## config.mk

```make
export PLATFORM = sky130hd
export DESIGN_NAME = uart_msg_receiver
export DESIGN_NICKNAME = d
export VERILOG_FILES = /design/src/rtl/uart_msg_receiver.sv
export SDC_FILE = /design/constraint.sdc
export NUM_CORES = 1
export LEC_CHECK = 0
export BUFFER_PORTS_ARGS = -buffer_cell sky130_fd_sc_hd__buf_2
export CORE_MARGIN = 5
export CORE_UTILIZATION = 53
export DETAILED_ROUTE_END_ITERATION = 8
export PLACE_DENSITY_LB_ADDON = 0.2
export SKIP_CTS_REPAIR_TIMING = 1
export SYNTH_ARGS = -nofsm -noshare
export SYNTH_HDL_FRONTEND = slang
export SYNTH_SLANG_ARGS = --single-unit
export TNS_END_PERCENT = 100
```

## constraint.sdc

```tcl
create_clock -name clock -period 2.15 [get_ports clock]
set_clock_uncertainty 0.2 [all_clocks]
set_input_delay 0.43 -clock clock [delete_from_list [all_inputs] [get_ports clock]]
set_output_delay 0.43 -clock clock [all_outputs]
set_load 0.005 [all_outputs]
```

## src/rtl/uart_msg_receiver.sv

```systemverilog
// uart_msg_receiver: oversampling 8N1 UART receiver that packs BYTES_PER_MSG
// bytes (first byte in MSBs) into a message word and pulses isNew per message.
module uart_msg_receiver #(
    parameter int unsigned CLKS_PER_BIT  = 434,
    parameter int unsigned BYTES_PER_MSG = 2,
    parameter int unsigned TIMEOUT_BITS  = 20
) (
    input  logic                       clock,
    input  logic                       reset,
    input  logic                       serialIn,
    output logic [8*BYTES_PER_MSG-1:0] message,
    output logic                       isNew,
    output logic                       frameError
);

    localparam int unsigned MSG_W    = 8 * BYTES_PER_MSG;
    localparam int unsigned CYC_W    = $clog2(CLKS_PER_BIT);
    localparam int unsigned TO_LIMIT = TIMEOUT_BITS * CLKS_PER_BIT;
    localparam int unsigned TO_W     = (TO_LIMIT == 0) ? 1 : $clog2(TO_LIMIT + 1);
    localparam int unsigned CNT_W    = $clog2(BYTES_PER_MSG + 1);

    typedef enum logic [2:0] {
        S_IDLE,
        S_START,
        S_DATA,
        S_STOP,
        S_BREAK
    } state_t;

    state_t             state;
    state_t             state_next;
    logic [1:0]         sync;
    logic               rx;
    logic [CYC_W-1:0]   cyc;
    logic [2:0]         bit_idx;
    logic [7:0]         shreg;
    logic [MSG_W-1:0]   asm_word;
    logic [MSG_W-1:0]   asm_next;
    logic [CNT_W-1:0]   byte_cnt;
    logic [TO_W-1:0]    to_cnt;
    logic               cyc_last;
    logic               start_hit;
    logic               data_sample;
    logic               byte_ok;
    logic               byte_bad;
    logic               timeout_hit;

    assign rx        = sync[1];
    assign cyc_last  = (cyc == CYC_W'(CLKS_PER_BIT - 1));
    assign start_hit = (cyc == CYC_W'(CLKS_PER_BIT / 2 - 1));
    assign asm_next  = MSG_W'({asm_word, shreg});
    assign timeout_hit = (TO_LIMIT != 0) && (state == S_IDLE) && (byte_cnt != '0)
                         && (to_cnt == TO_W'(TO_LIMIT - 1));

    // Two-flop synchronizer for the asynchronous serial line
    always_ff @(posedge clock) begin
        if (reset) sync <= 2'b11;
        else       sync <= {sync[0], serialIn};
    end

    // FSM state register
    always_ff @(posedge clock) begin
        if (reset) state <= S_IDLE;
        else       state <= state_next;
    end

    // Next-state logic and per-cycle sampling strobes
    always_comb begin
        state_next  = state;
        data_sample = 1'b0;
        byte_ok     = 1'b0;
        byte_bad    = 1'b0;
        case (state)
            S_IDLE:  if (!rx) state_next = S_START;
            S_START: if (start_hit) state_next = rx ? S_IDLE : S_DATA;
            S_DATA: begin
                if (cyc_last) begin
                    data_sample = 1'b1;
                    if (bit_idx == 3'd7) state_next = S_STOP;
                end
            end
            S_STOP: begin
                if (cyc_last) begin
                    if (rx) begin
                        byte_ok    = 1'b1;
                        state_next = S_IDLE;
                    end else begin
                        byte_bad   = 1'b1;
                        state_next = S_BREAK;
                    end
                end
            end
            S_BREAK: if (rx) state_next = S_IDLE;
            default: state_next = S_IDLE;
        endcase
    end

    // Bit timing, byte shifting, message assembly, timeout and output pulses
    always_ff @(posedge clock) begin
        if (reset) begin
            cyc        <= '0;
            bit_idx    <= '0;
            shreg      <= '0;
            asm_word   <= '0;
            byte_cnt   <= '0;
            to_cnt     <= '0;
            message    <= '0;
            isNew      <= 1'b0;
            frameError <= 1'b0;
        end else begin
            isNew      <= 1'b0;
            frameError <= byte_bad;

            if (state_next != state || state == S_IDLE || state == S_BREAK || data_sample)
                cyc <= '0;
            else
                cyc <= cyc + CYC_W'(1);

            if (state != S_DATA)  bit_idx <= '0;
            else if (data_sample) bit_idx <= bit_idx + 3'd1;

            if (data_sample) shreg <= {rx, shreg[7:1]};

            if (byte_bad) begin
                byte_cnt <= '0;
            end else if (byte_ok) begin
                asm_word <= asm_next;
                if (byte_cnt == CNT_W'(BYTES_PER_MSG - 1)) begin
                    message  <= asm_next;
                    isNew    <= 1'b1;
                    byte_cnt <= '0;
                end else begin
                    byte_cnt <= byte_cnt + CNT_W'(1);
                end
            end else if (timeout_hit) begin
                byte_cnt <= '0;
            end

            if (state != S_IDLE || byte_cnt == '0 || timeout_hit)
                to_cnt <= '0;
            else
                to_cnt <= to_cnt + TO_W'(1);
        end
    end

endmodule

```

---- Word-level counts from Yosys, hierarchy flattened ----
Cells that the tools add are included.
cells by class
  multiplexer cells ....................... 21
  add/subtract/negate cells ............... 4
  equal/unequal tests ..................... 11
  bitwise operators ....................... 2
  reduce and logical (&&, ||, !) cells .... 19
operator list
  kind                     count
  $mux W3                  7
  $pmux W3 S5              1
  $add A14 B1 Y14 const B  1
  $eq A14 B14 Y1 const B   1
  $add A9 B1 Y9 const B    1
  $eq A9 B8 Y1 const B     1
  $eq A9 B9 Y1 const B     1
  $mux W1                  9
  $mux W2                  4
  $reduce_or A2 Y1         4
  $eq A3 B2 Y1 const B     2
  $eq A3 B3 Y1 const B     2
  $logic_or A1 B1 Y1       5
  $reduce_bool A2 Y1       2
  $add A3 B1 Y3 const B    1
  $eq A3 B1 Y1 const B     1
  $logic_not A3 Y1         1
  $ne A3 B2 Y1 const B     1
  $ne A3 B3 Y1             1
  $reduce_and A3 Y1        1
  $reduce_bool A3 Y1       1
  $reduce_or A3 Y1         1
  $add A2 B1 Y2 const B    1
  $eq A2 B1 Y1 const B     1
  4 further kinds          6
storage, ports and cells
  register bits ........................... 67
  output and inout port bits .............. 18
  word-level logic and storage cells ...... 68
  input port bits ......................... 3

---- Longest topological paths before layout ----
Gate-level depths: netlist of the first run.
  depth in word-level cells ............... 9
  depth in mapped cells ................... 8
  depth with buffers taken out ............ 6

---- Least setup slack after synthesis of the first run ----
No wires, ideal clock.
  path type ............................... register -> register
  start point ............................. reg cyc[0]
  end point ............................... reg message[10]
  stages on the path, launching flop included .. 8
  data arrival time ....................... 1.778 ns
  path slack .............................. 0.044 ns
  period minus slack after synthesis ...... 2.106 ns
  data required time ...................... 1.822 ns
  cell sequence ........................... dfxtp_1 ha_1 nand4bb_1 buf_2 nor4_4 buf_6 mux2i_1 nor2_1
on the way
  longest elaborated chain between the ends .. 5
RTL lines
  item                           line  text
  start: declaration             34    logic [CYC_W-1:0] cyc;
  start signal: assignment       117   cyc <= cyc + CYC_W'(1);
  $eq A9 B9 Y1 *                 49    assign cyc_last = (cyc == CYC_W'(CLKS_PER_BIT - 1));
  $mux W1                        83    if (cyc_last) begin
  $mux W1                        73    case (state)
  $not A1 Y1 (no line)           -
  $reduce_and A3 Y1 (no line) *  -
  end signal: assignment         129   message <= asm_next;
  end: declaration               11    output logic [8*BYTES_PER_MSG-1:0] message,
Mark *: on every way between the ends. The rest lies on a longest branch, timed or not.
A chain may end at the register's enable or synchronous reset.

---- Worst setup path after layout of the first run ----
  start point ............................. reg cyc[1]
  end point ............................... reg byte_cnt[0]
on the way
  longest elaborated chain between the ends .. 4
RTL lines
  item                                   line  text
  $eq A9 B9 Y1 *                         49
  $mux W1                                83
  $mux W1                                73
  $mux W2, or another cell as far along  126   end else if (byte_ok) begin
  end signal: assignment                 133   byte_cnt <= byte_cnt + CNT_W'(1);
  end: declaration                       39    logic [CNT_W-1:0] byte_cnt;
Marked as above.

==> qor.csv, run 1 <==
stage,metric,value,unit
setup_path,r2r-end,byte_cnt[0]$_SDFFE_PP0P_,
timing,finalSetupViolCount,0,
timing,slew_violations,0,
floorplan,dieArea,6877,µm²
pwr,p_switching,0.4900,mW
clock_tree,h-tree-depth,3,
clock_tree,clock-sinks,67,
clock_tree,clockBufferDepth,2,
place,gp_congestion,0.8761,
synthesis,syn_nets,299,
synthesis,synth_adder_area_share,2.663,%
pwr,power,2.556,mW
routing,detail-route-antenna-nets,0,
final_layout,instances_no_fill,397,
setup_path,worst-path-buf-inv,1,
place,dp_cells,381,
clock_tree,path_clk_slew,0.07,ns
floorplan,core_area,5140,µm²
synthesis,yosys.area_share.xor_xnor,5.593,%
timing,tns,0,ns
place,hpwl,3700,µm
synthesis,muxShareOfSynthArea,11.36,%
setup_path,crit_family,simple AND/OR/NAND/NOR gates,
setup_path,slowest_stage,or3_1,
synthesis,yosys_warnings,0,
routing,drt_iter0_drc,77,
final_layout,fill_cells,438,
synthesis,synth_top_family_by_area,simple AND/OR/NAND/NOR gates,
synthesis,avgSynthCellArea,9.721,µm²
timing,hold_violations,0,
floorplan,ios,21,
run,cap_violations,0,
setup_path,crit_fanout,10,
synthesis,netlist-cell-type-count,44,
synthesis,synthSimpleGateAreaFrac,23.35,%
timing,fmax,497.9,MHz
routing,drt_first_pass_iters,4,
setup_path,path_cells,inv_1 -> ha_2 -> nand4bb_4 -> or3_1 -> o311ai_0 -> a21boi_1,
routing,avgViaCountPerCell,5.418,
floorplan,initial_utilization,54.84,%
final_layout,drive_above_1_share,19.27,%
setup_path,crit_path_end_kind,flop,
clock_tree,clk_latency,0.34,ns
hold_path,hold_path_class,input port to flop,
global_routing,antenna_found_initial,0,
place,io_buffer_count,20,
floorplan,rows,26,
clock_tree,cts_root_buffer,clkbuf_8,
floorplan,die_x,82.93,µm
timing,slew_headroom,62.71,%
global_routing,grt_pass1_wl,9308,µm
setup_path,r2r_cells,6,
global_routing,grt_pass1_vias,2035,
setup_path,critPathLaunchType,flop,
final_layout,fin_nets,331,
pwr,switching_share,19.17,%
synthesis,ys_ff_latch,67,
global_routing,grt_max_degree,41,
routing,routedWlPerCell,13.92,µm
global_routing,grtUsageTotal,16.31,%
setup_path,crit_cells,6,
setup_path,crit_type,flop to flop,
synthesis,synth_compound_area_share,6.613,%
setup_path,setup.worst_path.end,byte_cnt[0]$_SDFFE_PP0P_,
timing,tightest_slew,0.5594,ns
synthesis,syn_area,2819,µm²
global_routing,gr-total-overflow,0,
pwr,p_int,2.066,mW
setup_path,r2r_setup_slack,0.14,ns
clock_tree,cts_buffers,9,
routing,routed_wl,5527,µm
routing,dr_total_vias,2151,
run_status,status,"finished, final reports clean",
setup_path,timing.rr.start,cyc[1]$_SDFF_PP0_,
pwr,pwr-share-seq,48.8,%
synthesis,ys_seq_area_share,47.58,%
timing,rsz0062_at_grt,false,
floorplan,die_y,82.93,µm
timing,finalCritPeriodShare,93.41,%
pwr,p_per_area,757.1,nW/µm²
routing,drc_errors,0,
final_layout,diodes,0,
setup_path,max_stage_delay,0.64,ns
setup_path,worstSetupStartpoint,cyc[1]$_SDFF_PP0_,
timing,period_needed,2.008,ns
pwr,pwr-share-comb,2.0,%
setup_path,worstPathRequired,2.17,ns
synthesis,syn_inst,290,
pwr,leakage,1.344,nW
final_layout,syn2layout_area_growth,19.75,%
pwr,vdd_drop_max,0.5259,mV
clock_tree,cts_tree,built,
final_layout,post-route-util,65.68,%
setup_path,worst_ep_arrival_time,2.03,ns
pwr,clkPwrFrac,49.2,%
-- power by group through the flow --
stage	logic [mW]	clock network (mW)	registers, mW
floorplan	0.0309	0	1.27
global placement	0.0446	0	1.28
detailed placement	0.0446	0	1.28
CTS	0.0450	1.29	1.25
global route	0.0559	1.34	1.25
finish	0.0514	1.26	1.25
-- cell usage after synthesis, drive strengths merged --
cell type / instances / area, µm²
nand4: 6 / 37.54
a41oi: 1 / 8.760
xor2: 7 / 61.31
nand3: 10 / 50.05
a311oi: 2 / 17.52
or3: 3 / 18.77
ha: 6 / 75.07
nand4bb: 1 / 11.26
a32oi: 1 / 8.760
and4b: 3 / 30.03
a21oi: 3 / 15.01
nand2b: 4 / 25.02
or2: 5 / 31.28
nor2: 53 / 198.9
clkbuf: 9 / 35.03
or4: 2 / 15.01
o211a: 1 / 10.01
nand2: 12 / 45.04
a21boi: 2 / 15.02
and4bb: 2 / 25.02
xnor2: 11 / 96.34
inv: 5 / 18.77
buf: 4 / 26.27
a2111oi: 2 / 17.52
and4: 2 / 17.52
nor2b: 3 / 18.77
nand3b: 1 / 7.510
nor4: 3 / 33.78
a211oi: 8 / 60.06
nand4b: 3 / 32.53
nor3: 9 / 45.04
mux2i: 32 / 320.3
and2: 1 / 6.260
nor4b: 1 / 8.760
o21ai: 2 / 10.01
dfxtp: 67 / 1341
o31ai: 2 / 15.01
o311ai: 1 / 8.760
-- sequential cells by signal, summed over array words and instances, names as in the netlist --
| register | count |
|---|---|
| frameError | 1 |
| byte_cnt | 2 |
| message | 16 |
| state | 3 |
| shreg | 8 |
| isNew | 1 |
| asm_word | 8 |
| sync | 2 |
| bit_idx | 3 |
| to_cnt | 14 |
| cyc | 9 |
-- cells in the final DEF (no fill, tap or decap), drive strengths merged, types with 2 or more instances in the layout --
master and n:
nand2 12, and4bb 2, or4 2, mux2i 32
clkbuf 12, nor4 3, nand2b 4, nand4 6
a311oi 2, xor2 7, nor3 9, a211oi 8
and4 2, a21boi 2, o21ai 2, bufinv 3
nand4b 3, dfxtp 67, nand3 10, and4b 3
o31ai 2, ha 6, a2111oi 2, xnor2 11
nor2 53, buf 34, nor2b 3, or3 3
a21oi 3, inv 5, or2 5
-- layer usage --
| metal | part of all wire, % | wire length (µm) | GRT usage (%) | vias up |
|---|---|---|---|---|
| li1 | - | - | - | 1094 |
| met1 | 48 | 2656 | 21.08 | 1017 |
| met2 | 46 | 2559 | 24.93 | 29 |
| met3 | 3.7 | 207 | 5.743 | 11 |
| met4 | 1.9 | 104 | 6.241 | 0 |
| met5 | 0 | 0 | 0 | - |
-- final cells by class --
type,instances,area (µm²),area share [%]
multi-input combinational,205,1464,43.37
sequential,67,1341,39.73
timing repair buffer,34,221.5,6.560
clock buffer,12,145.1,4.299
clock inverter,4,97.59,2.891
tap,70,87.58,2.595
inverter,5,18.77,0.5560
-- worst reg2reg max path, stage by stage, from the launching register on --
cell,delay (ns)
dfxtp_1,0.31
inv_1,0.07
ha_2,0.20
nand4bb_4,0.13
or3_1,0.65
o311ai_0,0.21
a21boi_1,0.11
-- cells by family after synthesis --
kind of cell / after synthesis
DFF: 67
adders and majority gates: 6
and+or+nand+nor: 124
muxes: 32
buffers and inverters: 18
xor gates and xnor gates: 18
AOI/OAI and AO/OA: 25
-- worst min path at each step --
stage,from,endpoint,cells past startpoint
5_1_grt,serialIn,sync[0]$_SDFF_PP1_,2
3_3_place_gp,sync[0]$_SDFF_PP1_,sync[1]$_SDFF_PP1_,1
3_5_place_dp,sync[0]$_SDFF_PP1_,sync[1]$_SDFF_PP1_,1
6_report,serialIn,sync[0]$_SDFF_PP1_,2
2_1_floorplan,sync[0]$_SDFF_PP1_,sync[1]$_SDFF_PP1_,1
4_1_cts,serialIn,sync[0]$_SDFF_PP1_,2
-- per-stage QoR --
step / setup slack [ns] / area (µm²) / hold slack [ns]
6_report: 0.1416 / 3376 / 0.06843
5_1_grt: 0.01253 / 3376 / 0.05492
2_1_floorplan: 0.04444 / 2819 / 0.1895
3_3_place_gp: -0.03606 / 3063 / 0.2070
4_1_cts: -0.1495 / 3306 / 0.05548
3_5_place_dp: -0.1380 / 3063 / 0.2028
(Power assumes the default switching activity.)
==> inputs of run 2 (changes only) <==
--- a/config.mk
+++ b/config.mk
@@ -7,7 +7,7 @@
 export LEC_CHECK = 0
 export BUFFER_PORTS_ARGS = -buffer_cell sky130_fd_sc_hd__buf_2
 export CORE_MARGIN = 5
-export CORE_UTILIZATION = 53
+export CORE_UTILIZATION = 55
 export DETAILED_ROUTE_END_ITERATION = 8
 export PLACE_DENSITY_LB_ADDON = 0.2
 export SKIP_CTS_REPAIR_TIMING = 1
==> constraint.sdc (replaced) <==
create_clock -name clock -period 2.53 [get_ports clock]
set_clock_uncertainty 0.2 [all_clocks]
set_input_delay 0.506 -clock clock [delete_from_list [all_inputs] [get_ports clock]]
set_output_delay 0.506 -clock clock [all_outputs]
set_load 0.005 [all_outputs]
==> run 2 against run 1 <==
Critical path depth did not move. Cell count fell by 2.8%. Critical path type unchanged. First-iteration DRC count rose by 10%.
==> qor.csv, run 2 (synthesized netlist as in run 1, its figures left out) <==
stage,metric,value,unit,change
run_status,status,"finished, final reports clean",,unchanged
hold_path,hold_path_class,input port to flop,,unchanged
final_layout,diodes,0,,unchanged
final_layout,fin_nets,321,,was 331
place,gp_congestion,0.7931,,was 0.8761
floorplan,initial_utilization,55.91,%,was 54.84%
clock_tree,cts_tree,built,,unchanged
final_layout,largest_register_ffs,16,,unchanged
floorplan,core_area,5042,µm²,was 5140 µm²
clock_tree,clockBufferDepth,2,,unchanged
routing,drc_errors,0,,unchanged
pwr,vdd_drop_max,0.4416,mV,was 0.5259 mV
timing,rsz0062_at_grt,false,,unchanged
place,hpwl,3439,µm,was 3700 µm
setup_path,critPathLaunchType,flop,,unchanged
routing,drt_iter0_drc,85,,was 77
floorplan,die_y,81.59,µm,was 82.93 µm
timing,finalSetupViolCount,0,,unchanged
pwr,p_per_area,580.1,nW/µm²,was 757.1 nW/µm²
global_routing,grt_use_met1,22.31,%,was 21.08%
pwr,leakage,1.241,nW,was 1.344 nW
clock_tree,h-tree-depth,3,,unchanged
setup_path,worst_ep_arrival_time,2.28,ns,was 2.03 ns
timing,slew_violations,0,,unchanged
global_routing,antenna_found_initial,0,,unchanged
final_layout,fill_cells,409,,was 438
timing,slew_headroom,41.76,%,was 62.71%
global_routing,grt_use_met3,5.921,%,was 5.743%
final_layout,drive_above_1_share,14.56,%,was 19.27%
global_routing,gr-total-overflow,0,,unchanged
timing,fmax,440.1,MHz,was 497.9 MHz
clock_tree,cts_root_buffer,clkbuf_8,,unchanged
global_routing,grt_pass1_vias,1851,,was 2035
place,io_buffer_count,20,,unchanged
routing,routedWlPerCell,12.89,µm,was 13.92 µm
global_routing,grt_pass1_wl,8418,µm,was 9308 µm
timing,finalCritPeriodShare,89.82,%,was 93.41%
global_routing,grt_max_degree,42,,was 41
clock_tree,cts_buffers,9,,unchanged
global_routing,busiest_layer,met2,,unchanged
global_routing,grtUsageTotal,16.45,%,was 16.31%
clock_tree,clk_latency,0.34,ns,about the same
timing,hold_violations,0,,unchanged
floorplan,rows,26,,unchanged
final_layout,final_cell_mix,"dfxtp_1, nor2_1, mux2i_1",,unchanged
floorplan,dieArea,6657,µm²,was 6877 µm²
setup_path,crit_type,flop to flop,,unchanged
global_routing,grt_use_met2,24.19,%,was 24.93%
routing,avgViaCountPerCell,5.363,,was 5.418
timing,whs,0.1496,ns,was 0.06843 ns
timing,tns,0,ns,unchanged
setup_path,crit_path_end_kind,flop,,unchanged
routing,detail-route-antenna-nets,0,,unchanged
final_layout,largest-register,message,,unchanged
final_layout,syn2layout_area_growth,11.19,%,was 19.75%
setup_path,crit_fanout,8,,was 10
routing,routed_wl,4977,µm,was 5527 µm
run,cap_violations,0,,unchanged
timing,period_needed,2.272,ns,was 2.008 ns
floorplan,die_x,81.59,µm,was 82.93 µm
routing,dr_total_vias,2070,,was 2151
clock_tree,path_clk_slew,0.07,ns,about the same
final_layout,top_regs,"message (16), to_cnt (14), cyc (9)",,unchanged
routing,drt_first_pass_iters,4,,unchanged
clock_tree,clock-sinks,67,,unchanged
setup_path,worstPathRequired,2.54,ns,was 2.17 ns
timing,tightest_slew,0.8662,ns,was 0.5594 ns
final_layout,mostFrequentLayoutCell,dfxtp_1,,unchanged
floorplan,ios,21,,unchanged
-- run 2: changes by cell type in the layout (fill, tap and decap cells not counted), sizes merged --
cell    change
buf        -10
clkinv      +4
bufinv      -3
clkbuf      -2
-- run 2: critical path, cell delays in order (launching register included) --
cell	delay, ns
dfxtp_1	0.41
ha_1	0.19
nand4bb_1	0.13
buf_4	0.19
or4_1	0.72
mux2i_1	0.24
nor2_1	0.06
-- run 2: path summary, 6_finish.rpt --
check / from / end / slack (ns) / cells after the start
worst min-delay path: serialIn / sync[0]$_SDFF_PP1_ / 0.15 / 2
worst min register to register: sync[0]$_SDFF_PP1_ / sync[1]$_SDFF_PP1_ / 0.22 / 1
worst max-delay path: cyc[0]$_SDFF_PP0_ / shreg[1]$_SDFFE_PP0P_ / 0.26 / 6
worst max register to register: cyc[0]$_SDFF_PP0_ / shreg[1]$_SDFFE_PP0P_ / 0.26 / 6
-- run 2: cell type report --
cell class	instances	area (µm²)	area share [%]
repair buffers	24	130.1	4.152
well taps	70	87.58	2.794
inverters	5	18.77	0.5988
clock inverters	5	31.28	0.9980
multi-input cells	205	1398	44.59
clock buffers	10	127.6	4.072
flip-flops and latches	67	1341	42.79
-- run 2: metal layers --
layer	vias to the layer above	share of wire, %
li1	1065	-
met1	971	49
met2	26	46
met3	8	3.4
met4	0	1.4
met5	-	0
-- run 2: per-stage QoR --
| stage | setup WS [ns] | cell area (µm²) | util [%] | instances | power (mW) |
|---|---|---|---|---|---|
| 2_1_floorplan | 0.4244 | 2819 | - | 290 | 1.110 |
| 3_3_place_gp | 0.3161 | 2975 | 59.01 | 371 | 1.119 |
| 3_5_place_dp | 0.2855 | 2975 | 59.01 | 371 | 1.118 |
| 4_1_cts | 0.2620 | 3134 | 62.16 | 386 | 1.842 |
| 5_1_grt | 0.03335 | 3134 | 62.16 | 386 | 1.898 |
| 6_report | 0.2576 | 3134 | 62.16 | 386 | 1.818 |
-- run 2: power breakdown --
group,leakage (nW),internal [mW],switching [mW]
Combinational,0.619,0.0106,0.0217
Sequential,0.540,1.06,0.00499
Clock,0.0819,0.346,0.378
==> inputs of run 3 (changes only) <==
--- a/config.mk
+++ b/config.mk
@@ -7,7 +7,7 @@
 export LEC_CHECK = 0
 export BUFFER_PORTS_ARGS = -buffer_cell sky130_fd_sc_hd__buf_2
 export CORE_MARGIN = 5
-export CORE_UTILIZATION = 55
+export CORE_UTILIZATION = 40
 export DETAILED_ROUTE_END_ITERATION = 8
 export PLACE_DENSITY_LB_ADDON = 0.2
 export SKIP_CTS_REPAIR_TIMING = 1
==> run 3 against run 2 <==
First-iteration DRC count shrank 1.2%. Largest cell class unchanged. Cell count grew 7.0%. Critical endpoint is now cyc[0]$_SDFF_PP0_. Wire length grew 5.9%. Combinational power grew 5%. Sequential power is essentially flat. Setup slack lost 0.055 ns. Core utilization shrank 15 points. Clock-buffer cell count is the same.
==> qor.csv, run 3 (synthesized netlist as in run 1, its figures left out) <==
stage,metric,value,unit,change
floorplan,dieArea,8827,µm²,was 6657 µm²
setup_path,crit_type,flop to flop,,unchanged
timing,fin_ws,0.2028,ns,was 0.2576 ns
timing,slew_headroom,61.00,%,was 41.76%
final_layout,diodes,0,,unchanged
clock_tree,cts_root_buffer,clkbuf_8,,unchanged
timing,finalCritPeriodShare,91.98,%,was 89.82%
floorplan,die_x,93.95,µm,was 81.59 µm
final_layout,syn2layout_area_growth,15.05,%,was 11.19%
routing,avgViaCountPerCell,5.041,,was 5.363
global_routing,grtUsageTotal,12.93,%,was 16.45%
routing,routed-wl-met3,274,µm,was 169 µm
timing,finalSetupViolCount,0,,unchanged
place,pre_cts_ws,0.005179,ns,was 0.2855 ns
timing,period_needed,2.327,ns,was 2.272 ns
final_layout,fin_nets,321,,unchanged
floorplan,die_y,93.95,µm,was 81.59 µm
pwr,power,2.078,mW,was 1.818 mW
clock_tree,cts_buffers,9,,unchanged
floorplan,core_area,6832,µm²,was 5042 µm²
global_routing,gr-total-overflow,0,,unchanged
final_layout,top_regs,"message (16), to_cnt (14), cyc (9)",,unchanged
setup_path,crit_fanout,7,,was 8
final_layout,finish.instance_area,3243,µm²,was 3134 µm²
floorplan,initial_utilization,41.26,%,was 55.91%
routing,drt-met1-wl,2631,µm,was 2459 µm
global_routing,antenna_found_initial,0,,unchanged
hold_path,hold_path_class,input port to flop,,unchanged
final_layout,fill_cells,657,,was 409
final_layout,final_cell_mix,"dfxtp_1, nor2_1, mux2i_1",,unchanged
pwr,vdd_drop_max,0.3785,mV,was 0.4416 mV
place,placed_area,3008,µm²,was 2975 µm²
timing,fmax,429.7,MHz,was 440.1 MHz
place,gp_congestion,0.7808,,was 0.7931
timing,tns,0,ns,unchanged
timing,slew_violations,0,,unchanged
clock_tree,cts_tree,built,,unchanged
routing,dr_total_vias,2082,,was 2070
final_layout,mostFrequentLayoutCell,dfxtp_1,,unchanged
clock_tree,clock-sinks,67,,unchanged
global_routing,grt_pass1_wl,9018,µm,was 8418 µm
routing,routed_wl,5269,µm,was 4977 µm
routing,routedWlPerCell,12.76,µm,was 12.89 µm
timing,hold_violations,0,,unchanged
pwr,leakage,1.266,nW,was 1.241 nW
place,dp_cells,397,,was 371
final_layout,drive_above_1_share,15.77,%,was 14.56%
run_status,status,"finished, final reports clean",,unchanged
setup_path,worst_ep_arrival_time,2.31,ns,was 2.28 ns
setup_path,worstPathRequired,2.51,ns,was 2.54 ns
timing,tightest_slew,0.5815,ns,was 0.8662 ns
routing,met2_length,2296,µm,was 2280 µm
pwr,p_per_area,640.7,nW/µm²,was 580.1 nW/µm²
routing,drt_iter0_drc,84,,was 85
place,io_buffer_count,20,,unchanged
global_routing,grt_pass1_vias,1903,,was 1851
routing,drt_first_pass_iters,4,,unchanged
clock_tree,path_clk_slew,0.07,ns,about the same
run,cap_violations,0,,unchanged
setup_path,crit_path_end_kind,flop,,unchanged
setup_path,critPathLaunchType,flop,,unchanged
final_layout,largest-register,message,,unchanged
clock_tree,clockBufferDepth,2,,unchanged
routing,highest_layer,met4,,unchanged
timing,rsz0062_at_grt,false,,unchanged
floorplan,ios,21,,unchanged
routing,drc_errors,0,,unchanged
place,hpwl,3530,µm,was 3439 µm
clock_tree,clk_latency,0.33,ns,was 0.34 ns
final_layout,instances_no_fill,413,,was 386
final_layout,largest_register_ffs,16,,unchanged
routing,detail-route-antenna-nets,0,,unchanged
global_routing,grt_max_degree,42,,unchanged
floorplan,rows,30,,was 26
clock_tree,h-tree-depth,3,,unchanged
==> run 3: cell types whose count changed in the layout (fill, tap and decap cells not counted) <==
cell	change
clkinvlp_4	+1
clkbuf_8	+1
clkinv_2	-2
o31ai_2	+1
or4_4	+1
o31ai_1	-1
bufinv_16	+2
clkbuf_1	-1
or4_1	-1
==> run 3: stage by stage <==
step	hold WS, ns	util, %
after detailed placement	0.1956	44.03
after global routing	0.1343	47.47
after global placement	0.2006	44.03
final	0.1525	47.47
after CTS	0.1352	47.34
after floorplan	0.1895	-
==> run 3: cell type report <==
class	count	area, µm²	area share [%]
clock buffer	10	137.6	4.244
timing repair buffer	24	130.1	4.012
tap	96	120.1	3.704
multi-input combinational	205	1406	43.36
sequential	67	1341	41.36
clock inverter	6	88.84	2.739
inverter	5	18.77	0.5787
==> run 3: routing by layer <==
| metal | GRT usage (%) | up-vias |
|---|---|---|
| met5 | 0 | - |
| met4 | 4.693 | 0 |
| met3 | 5.048 | 6 |
| met2 | 18.81 | 45 |
| met1 | 17.25 | 962 |
| li1 | - | 1069 |
==> run 3: report_power, final <==
part	internal [mW]	total, mW	leakage (nW)	switching (mW)
logic	0.0108	0.0339	0.618	0.0231
clock network	0.581	0.982	0.108	0.401
registers	1.06	1.06	0.540	0.00538
==> run 3: worst paths after layout <==
path	startpoint	endpoint	slack (ns)	depth (start not counted)
worst min register to register	sync[0]$_SDFF_PP1_	sync[1]$_SDFF_PP1_	0.21	1
worst max-delay path	cyc[0]$_SDFF_PP0_	cyc[0]$_SDFF_PP0_	0.20	5
worst min-delay path	serialIn	sync[0]$_SDFF_PP1_	0.15	2
worst max register to register	cyc[0]$_SDFF_PP0_	cyc[0]$_SDFF_PP0_	0.20	5
==> run 3: critical path: stages (launching register included) <==
cell and delay (ns):
dfxtp_1 0.42, ha_1 0.19, nand4bb_1 0.32, nor4_1 0.60, or3_1 0.34, a211oi_1 0.12
